==> src/rtl/fpu_cmd_queue.sv <==
// fpu_cmd_queue: bus-mapped command FIFO feeding a single-issue FPU core,
// plus a result FIFO that the host drains with end_ack.
module fpu_cmd_queue #(
  parameter int DATA_W = 8,
  parameter int DEPTH  = 4
) (
  input  logic              clk,
  input  logic              arst,
  input  logic [DATA_W-1:0] databus_in,
  output logic [DATA_W-1:0] databus_out,
  input  logic [3:0]        addr,
  input  logic              cs,
  input  logic              rd,
  input  logic              wr,
  input  logic              end_ack,
  output logic              cmd_end,
  output logic              busy,
  output logic [31:0]       core_a,
  output logic [31:0]       core_b,
  output logic [7:0]        core_op,
  output logic              core_start,
  input  logic              core_done,
  input  logic [31:0]       core_result
);

  localparam int L  = 32 / DATA_W;
  localparam int AW = $clog2(DEPTH);
  localparam logic [4:0]    FULL_CNT = 5'(DEPTH);
  localparam logic [AW-1:0] PTR_ONE  = AW'(1);

  typedef enum logic [1:0] {IDLE, ISSUE, WAIT, WB} state_t;
  state_t state, state_next;

  logic          wr_prev, ack_prev;
  logic          wr_evt, ack_evt;
  logic [31:0]   stage_a, stage_b;
  logic [7:0]    stage_op;
  logic          overflow;

  logic [71:0]   cmd_mem [DEPTH];
  logic [AW-1:0] cmd_wptr, cmd_rptr;
  logic [4:0]    cmd_count;
  logic          cmd_empty, cmd_full, cmd_push, cmd_pop;

  logic [31:0]   res_mem [DEPTH];
  logic [AW-1:0] res_wptr, res_rptr;
  logic [4:0]    res_count;
  logic          res_empty, res_full, res_push, res_pop;
  logic [31:0]   res_hold;
  logic [31:0]   res_head;
  logic [7:0]    status;

  // One write event per falling wr strobe; end_ack acts on its rising edge.
  assign wr_evt  = !cs && !wr && wr_prev;
  assign ack_evt = end_ack && !ack_prev;

  assign cmd_empty = (cmd_count == 5'd0);
  assign cmd_full  = (cmd_count == FULL_CNT);
  assign res_empty = (res_count == 5'd0);
  assign res_full  = (res_count == FULL_CNT);

  assign cmd_push = wr_evt && (addr == 4'h9) && !cmd_full;
  assign cmd_pop  = (state == IDLE) && !cmd_empty && !res_full;
  assign res_push = (state == WB);
  assign res_pop  = ack_evt && !res_empty;

  always_ff @(posedge clk) begin
    if (arst) begin
      wr_prev  <= 1'b1;
      ack_prev <= 1'b1;
    end else begin
      wr_prev  <= wr;
      ack_prev <= end_ack;
    end
  end

  always_ff @(posedge clk) begin
    if (arst) begin
      stage_a  <= '0;
      stage_b  <= '0;
      stage_op <= '0;
      overflow <= 1'b0;
    end else if (wr_evt) begin
      for (int n = 0; n < L; n++) begin
        if (addr == 4'(n))     stage_a[n*DATA_W +: DATA_W] <= databus_in;
        if (addr == 4'(4 + n)) stage_b[n*DATA_W +: DATA_W] <= databus_in;
      end
      if (addr == 4'h8) stage_op <= databus_in[7:0];
      if (addr == 4'h9 && cmd_full) overflow <= 1'b1;
      else if (addr == 4'hD)        overflow <= 1'b0;
    end
  end

  always_ff @(posedge clk) begin
    if (cmd_push) cmd_mem[cmd_wptr] <= {stage_a, stage_b, stage_op};
  end

  always_ff @(posedge clk) begin
    if (arst) begin
      cmd_wptr  <= '0;
      cmd_rptr  <= '0;
      cmd_count <= '0;
    end else begin
      if (cmd_push) cmd_wptr <= cmd_wptr + PTR_ONE;
      if (cmd_pop)  cmd_rptr <= cmd_rptr + PTR_ONE;
      case ({cmd_push, cmd_pop})
        2'b10:   cmd_count <= cmd_count + 5'd1;
        2'b01:   cmd_count <= cmd_count - 5'd1;
        default: cmd_count <= cmd_count;
      endcase
    end
  end

  // Operands stay frozen until the next command is issued.
  always_ff @(posedge clk) begin
    if (arst) begin
      core_a  <= '0;
      core_b  <= '0;
      core_op <= '0;
    end else if (cmd_pop) begin
      {core_a, core_b, core_op} <= cmd_mem[cmd_rptr];
    end
  end

  always_ff @(posedge clk) begin
    if (arst)                            res_hold <= '0;
    else if (state == WAIT && core_done) res_hold <= core_result;
  end

  always_ff @(posedge clk) begin
    if (res_push) res_mem[res_wptr] <= res_hold;
  end

  always_ff @(posedge clk) begin
    if (arst) begin
      res_wptr  <= '0;
      res_rptr  <= '0;
      res_count <= '0;
    end else begin
      if (res_push) res_wptr <= res_wptr + PTR_ONE;
      if (res_pop)  res_rptr <= res_rptr + PTR_ONE;
      case ({res_push, res_pop})
        2'b10:   res_count <= res_count + 5'd1;
        2'b01:   res_count <= res_count - 5'd1;
        default: res_count <= res_count;
      endcase
    end
  end

  always_ff @(posedge clk) begin
    if (arst) cmd_end <= 1'b0;
    else      cmd_end <= !res_empty;
  end

  always_ff @(posedge clk) begin
    if (arst) state <= IDLE;
    else      state <= state_next;
  end

  always_comb begin
    state_next = state;
    core_start = 1'b0;
    case (state)
      IDLE:    if (cmd_pop) state_next = ISSUE;
      ISSUE: begin
        core_start = !arst;
        state_next = WAIT;
      end
      WAIT:    if (core_done) state_next = WB;
      WB:      state_next = IDLE;
      default: state_next = IDLE;
    endcase
  end

  assign busy = !arst && (!cmd_empty || state != IDLE);

  assign res_head = res_empty ? 32'd0 : res_mem[res_rptr];
  assign status   = {cmd_count[3:0], overflow, !res_empty, cmd_empty, cmd_full};

  always_comb begin
    databus_out = '0;
    if (!arst && !cs && !rd) begin
      for (int n = 0; n < L; n++) begin
        if (addr == 4'(9 + n)) databus_out = res_head[n*DATA_W +: DATA_W];
      end
      if (addr == 4'hD) databus_out[7:0] = status;
    end
  end

endmodule

==> config.mk <==
export PLATFORM = sky130hd
export DESIGN_NAME = fpu_cmd_queue
export DESIGN_NICKNAME = d
export VERILOG_FILES = /design/src/rtl/fpu_cmd_queue.sv
export SDC_FILE = /design/constraint.sdc
export NUM_CORES = 1
export LEC_CHECK = 0
export ABC_AREA = 0
export CAP_MARGIN = 30
export CELL_PAD_IN_SITES_DETAIL_PLACEMENT = 0
export CELL_PAD_IN_SITES_GLOBAL_PLACEMENT = 1
export CORE_ASPECT_RATIO = 1.5
export CORE_MARGIN = 1
export CORE_UTILIZATION = 45
export CTS_BUF_LIST = sky130_fd_sc_hd__clkbuf_4 sky130_fd_sc_hd__clkbuf_8
export DETAILED_ROUTE_END_ITERATION = 8
export GPL_TIMING_DRIVEN = 1
export PLACE_DENSITY_LB_ADDON = 0.1
export SYNTH_ARGS = -nofsm -noshare
export SYNTH_HDL_FRONTEND = slang
export SYNTH_SLANG_ARGS = --single-unit
==> constraint.sdc <==
create_clock -name clk -period 4.5 [get_ports clk]
set_input_delay 0.9 -clock clk [delete_from_list [all_inputs] [get_ports clk]]
set_output_delay 0.9 -clock clk [all_outputs]
set_load 0.02 [all_outputs]
# --- Yosys cells after proc, flatten, opt, wreduce, memory -nomap -nowiden ---
# Memories as Yosys holds them, arrays and structs flattened. A register that Yosys moved wholly into a read port is not among the register bits.
# Index checks and enable logic that the tools add are counted.
classes:
  muxes: 21
  eq_ne: 24
  reduce_logical: 42
  n_addsub: 8
op_table:
  columns: ["operator", "count"]
  rows:
  - ["8-bit 2-to-1 mux", 6]
  - ["32-bit 2-to-1 mux", 1]
  - ["4-bit == test (second input constant)", 6]
  - ["2-bit AND reduction", 11]
  - ["5-bit one-hot mux with 2 select lines", 2]
  - ["4-bit by 3-bit == test with 1-bit output (second input constant)", 4]
  - ["1-bit logical AND", 13]
  - ["5-bit by 1-bit adder with 5-bit output (second input constant)", 2]
  - ["5-bit by 3-bit == test with 1-bit output (second input constant)", 2]
  - ["5-bit zero test", 2]
  - ["5-bit by 1-bit subtractor with 5-bit output (second input constant)", 2]
  - ["1-bit zero test", 9]
  - ["2-bit by 1-bit adder with 2-bit output (second input constant)", 4]
  - ["2-bit == test (second input constant)", 4]
  - ["4-bit by 2-bit == test with 1-bit output (second input constant)", 2]
  - ["2-bit 2-to-1 mux", 4]
  - ["2-bit one-hot mux with 4 select lines", 1]
  - ["2-bit nonzero test", 4]
  - ["1-bit 2-to-1 mux", 7]
  - ["2-bit by 1-bit == test with 1-bit output (second input constant)", 3]
  - ["4-bit by 1-bit == test with 1-bit output (second input constant)", 1]
  - ["4-bit zero test", 1]
  - ["2-bit inequality test (second input constant)", 2]
  - ["2-bit zero test", 1]
  - ["1-bit logical OR", 1]
word_totals:
  ff_bits: 128
  word_cells: 118
  output_inout_bits: 83
  n_memories: 2
  ramBits: 416
memory_table:
  columns: ["name", "depth", "word_bits", "rd", "rd_ports_with_merged_regs", "wr", "line_no", "source"]
  rows:
  - ["cmd_mem", 4, 72, 1, 1, 1, "40", "logic [71:0] cmd_mem [DEPTH];"]
  - ["res_mem", 4, 32, 1, 1, 1, "45", "logic [31:0] res_mem [DEPTH];"]

# --- Longest topological paths before layout ---
depth:
  ltp_word: 8
  depth_mapped: 15
  mapped_depth_nobuf: 12

# --- Worst setup path before layout ---
# OpenSTA, ideal clock, no wires.
synth_path:
  kind: "input to register"
  start: "in addr[0]"
  end: "mem cmd_mem[1][0], enable pin"
  t_arrival_ns: 3.781
  slack_ns: 0.281
  stages: 6
  required_time_ns: 4.062
  setup_time_ns: 0.438
  path_cell_list: "clkbuf_1 > nor2b_1 > and2_1 > buf_2 > nor3b_2 > and2_1"
synth_via:
  elab_chain_cells: 5
synth_rtl:
  columns: ["item", "line_no", "source"]
  rows:
  - ["start, declared", "11", "input logic [3:0] addr,"]
  - ["4-bit == test", "62", "assign cmd_push = wr_evt && (addr == 4'h9) && !cmd_full;"]
  - ["1-bit logical AND (2 in series)", "62", null]
  - ["1-bit 2-to-1 mux", "95", "if (cmd_push) cmd_mem[cmd_wptr] <= {stage_a, stage_b, stage_op};"]
  - ["1-bit 2-to-1 mux (implied by the code)", "95", null]
  - ["end, declared", "40", null]
# Every way passes these cells.

# --- Final worst setup path ---
layout_path:
  start: "in addr[0]"
  end: "out databus_out[3]"
layout_via:
  elab_chain_cells: 7
  elab_cells_between_ends: 11
  cone_classes: "eq/ne (5); mux (6)"
layout_rtl:
  columns: ["item", "line_no", "source"]
  rows:
  - ["4-bit == test", "184", "if (addr == 4'(9 + n)) databus_out = res_head[n*DATA_W +: DATA_W];"]
  - ["8-bit 2-to-1 mux (4 in series)", "184", null]
  - ["8-bit 2-to-1 mux (*)", "186", "if (addr == 4'hD) databus_out[7:0] = status;"]
  - ["8-bit 2-to-1 mux (*)", "182", "if (!arst && !cs && !rd) begin"]
  - ["end, declared", "10", "output logic [DATA_W-1:0] databus_out,"]
# Mark *: on every way between the ends. The rest lies on a longest branch, timed or not.

==> out/metrics.cfg <==
[run_status]
run_status=completed

[floorplanning]
core_mm2=0.0504
io_pins=134
floorplan.die.height_um=278
placementRows=101
initial_util=0.455
die_area_mm2=0.0519
die_x_um=186

[timing]
timing_max_transition_violations_final=0
post-route-worst-setup-slack_ns=0.402
final.period_utilization=0.911
finClkSkew_ns=0.0148
fmaxAchievable_mhz=244
worst-slew-pin-transition_ns=1.11
timing.hold.ws_ns=0.451
slew_headroom=0.260
grt_setup_unrepaired=no
min_period_ns=4.10
setup_tns_after_final_layout_ns=0
report.final.hold_viol_count=0
finalSetupViolations=0

[clocking]
clk_root_buffer_cell=sky130_fd_sc_hd__clkbuf_8
clk_transition_reported_paths_ns=0.06
tritoncts_clock_tree=done
clock_path_buffers=3
cts_resized=0
cts-htree-levels=3
clkLatencyLatePin_ns=0.66
post-cts-setup-buffers=0
hold_buffers=0
cts_inserted_buffers=91
cts.sink_count=618

[hold_path]
hold_path_end=core_b[21]$_SDFFE_PP0P_
hold-path-cell-count=2
hp-class=flip-flop to flip-flop
min_from=core_b[21]$_SDFFE_PP0P_

[logic_synthesis]
synth_area_per_cell_um2=15.5
synthMostInstantiatedCell=sky130_fd_sc_hd__edfxtp_1
post_synth_mux_area_share=0.139
synth_compound_area_frac=0.0365
post_synth_most_frequent_cells=416 x sky130_fd_sc_hd__edfxtp_1, 215 x sky130_fd_sc_hd__nand2_1, 202 x sky130_fd_sc_hd__dfxtp_1
synth-seq-cells=618
post-synth-top-area-fraction=0.545
synth_top_family_by_area=multiplexers
synth.largest_area_cell=sky130_fd_sc_hd__edfxtp_1
synth_xor_xnor_area_share=0.00458
synth_cell_types=48
synth_enable_flop_cells=416
ys_dominant_reg_cell=sky130_fd_sc_hd__edfxtp_1
post_synth_inst_count=1477
post_synth_adder_cell_area=0.0112
synthesis.yosys.warnings=0
synth_sequential_area_ratio=0.721
cell_area_after_technology_mapping_mm2=0.0229
post_synthesis_share_of_cell_area_spent_on_and_or_nand_and_nor_gates=0.0691
synthTopCellsByArea=sky130_fd_sc_hd__edfxtp_1 54%, sky130_fd_sc_hd__dfxtp_1 18%, sky130_fd_sc_hd__mux4_2 10%, sky130_fd_sc_hd__mux2i_1 3.6%, sky130_fd_sc_hd__nand2_1 3.5%
synth.net_count=1548
postSynth.asyncResetShare=0

[drt]
wl_um=49700
first_iter_violations=668
postRouteAntennaNets=0
drt_pre_antenna_iters=5
avgRoutedWirePerCell_um=20.8
routed_via_density=5.22
route.vias.total=12464
post-route-drc-count=0

[final_layout]
multiInputGateArea_mm2=0.00601
final_layout_size_suffix_gt1_frac=0.184
layout.nets=1712
postLayoutCoreUtil=0.536
area_delta_synth_final_pct=18.0
final-seq-area_mm2=0.0165
total_of_fill_cells_in_the_finished_design=4194

[setup_path]
r2r_cells=12
rr_startpoint=cmd_count[1]$_SDFFE_PP0P_
rrSetupSlack_ns=1.18
worst_r2r_endpoint=cmd_count[4]$_SDFFE_PP0P_
timing.critical_path.slowest_cell_delay_ns=0.60
worstSetupStartpoint=addr[0]
arrival_ns=3.20
crit_path_category=input port to output pin
critical_path_buf_inv_count=3
crit_top_cell=sky130_fd_sc_hd__clkdlybuf4s50_1
crit_chain=clkdlybuf4s50_1 > buf_4 > nor2_1 > nand3_1 > a311oi_1 > a21o_1 > clkdlybuf4s50_1
crit_fanout=15
crit_family=buffers and inverters
critical_path.endpoint_type=output pin
critical-path-slowest-cell=sky130_fd_sc_hd__clkdlybuf4s50_1
worstPathRequired_ns=3.60
worst_setup_path_start_kind=input port

[power]
powerDensity_mw_per_mm2=543
leakage_nw=9.24
power.total_mw=14.7
vdd_ir_drop_max_uv=398

[flow_run]
maxCapViolCount=0

[grt]
grt_pass1_vias=12971
grt_max_degree=172
globalRouteOverflowTotal=0
antenna_found_initial=1
grt_util_all_layers=0.197
wire_length_of_the_first_global_routing_pass_um=76300

[placed_design]
port_buffers=133
gpl.final_weighted_congestion=0.857
post-place-ws_ns=0.371
post-dp-hpwl_um=29700

## tightest hold or removal path, cell delays in order, from the launching register on
cell and delay (ns):
sky130_fd_sc_hd__dfxtp_1 0.31, sky130_fd_sc_hd__nand2_1 0.05, sky130_fd_sc_hd__a21oi_1 0.05
## metrics by stage
step	instances	cell area, µm²
2_1_floorplan	1477	22900
5_1_grt	2388	27000
4_1_cts	2387	27000
3_5_place_dp	2217	25100
3_3_place_gp	2213	25000
6_report	2388	27000
## cell type report
type                       count  area share
clock buffer                 139      0.0643
inverter                      15     0.00208
timing repair buffer         161      0.0617
antenna                        1   0.0000925
multi-input combinational    754       0.222
sequential                   618       0.612
tap                          669      0.0309
clock inverter                31     0.00708
## metal layers
layer	global-route usage	up-vias	wire length [µm]
met2	0.371	271	27200
met4	0.0727	0	984
met3	0.0334	62	1910
met5	0	-	0
li1	-	5818	-
met1	0.221	6313	19600
## state kept, by name, indices dropped and copies added (netlist names), 5 cells and up, named ones only
signal / cells
core_b: 32
res_hold: 32
cmd_mem: 288
stage_op: 8
stage_b: 32
cmd_count: 5
core_a: 32
res_count: 5
core_op: 8
res_mem: 128
stage_a: 32
## cell families (layout without fill, tap and decap cells)
kind of cell	count (synthesis)	in the layout
AO/OA/AOI/OAI	155	155
XOR/XNOR	12	12
adder cells (fa/ha/maj)	20	20
buffers and inverters	105	346
flip-flops	618	618
multiplexers	188	188
other	0	1
AND/OR/NAND/NOR	379	379
## worst max-delay path by stage
stage | cells past startpoint | to | slack, ns
3_5_place_dp | 13 | cmd_count[4]$_SDFFE_PP0P_ | 0.37
2_1_floorplan | 6 | cmd_mem[1][0]$_DFFE_PP_ | 0.28
5_1_grt | 7 | databus_out[3] | 0.26
4_1_cts | 6 | databus_out[4] | 0.35
6_report | 7 | databus_out[3] | 0.40
3_3_place_gp | 13 | cmd_count[4]$_SDFFE_PP0P_ | 0.44
## report_power, final
part	internal [mW]	total [mW]	switching (mW)
registers	6.38	6.70	0.320
clock network	2.58	4.64	2.06
logic	1.45	3.35	1.89
total	10.4	14.7	4.28
## layout by cell type (no fill, tap or decap), types with 2 or more instances in the layout
cell                              count
sky130_fd_sc_hd__a21o_1               2
sky130_fd_sc_hd__a21oi_1            125
sky130_fd_sc_hd__a22o_1               6
sky130_fd_sc_hd__and2_2               5
sky130_fd_sc_hd__and2_4               4
sky130_fd_sc_hd__and3_1               2
sky130_fd_sc_hd__buf_12              10
sky130_fd_sc_hd__buf_4               18
sky130_fd_sc_hd__bufinv_16            2
sky130_fd_sc_hd__clkbuf_4            28
sky130_fd_sc_hd__clkbuf_8           111
sky130_fd_sc_hd__clkdlybuf4s50_1    132
sky130_fd_sc_hd__clkinv_1            15
sky130_fd_sc_hd__clkinv_2            12
sky130_fd_sc_hd__clkinvlp_4           2
sky130_fd_sc_hd__dfxtp_1            199
sky130_fd_sc_hd__dfxtp_2              2
sky130_fd_sc_hd__edfxtp_1           416
sky130_fd_sc_hd__ha_1                19
sky130_fd_sc_hd__inv_1               14
sky130_fd_sc_hd__mux2i_1             83
sky130_fd_sc_hd__mux4_2             104
sky130_fd_sc_hd__nand2_1            215
sky130_fd_sc_hd__nand2_2              3
sky130_fd_sc_hd__nand2b_1             3
sky130_fd_sc_hd__nand3_1              3
sky130_fd_sc_hd__nand4_1              3
sky130_fd_sc_hd__nor2_1             109
sky130_fd_sc_hd__nor2b_1              9
sky130_fd_sc_hd__nor3_1               4
sky130_fd_sc_hd__nor3b_2              3
sky130_fd_sc_hd__nor4_1               2
sky130_fd_sc_hd__o21ai_0             12
sky130_fd_sc_hd__or2_2                2
sky130_fd_sc_hd__or3_1                3
sky130_fd_sc_hd__or4_1                3
sky130_fd_sc_hd__xnor2_1              6
sky130_fd_sc_hd__xor2_1               6
Note: power is estimated with default switching activity, not from simulation.
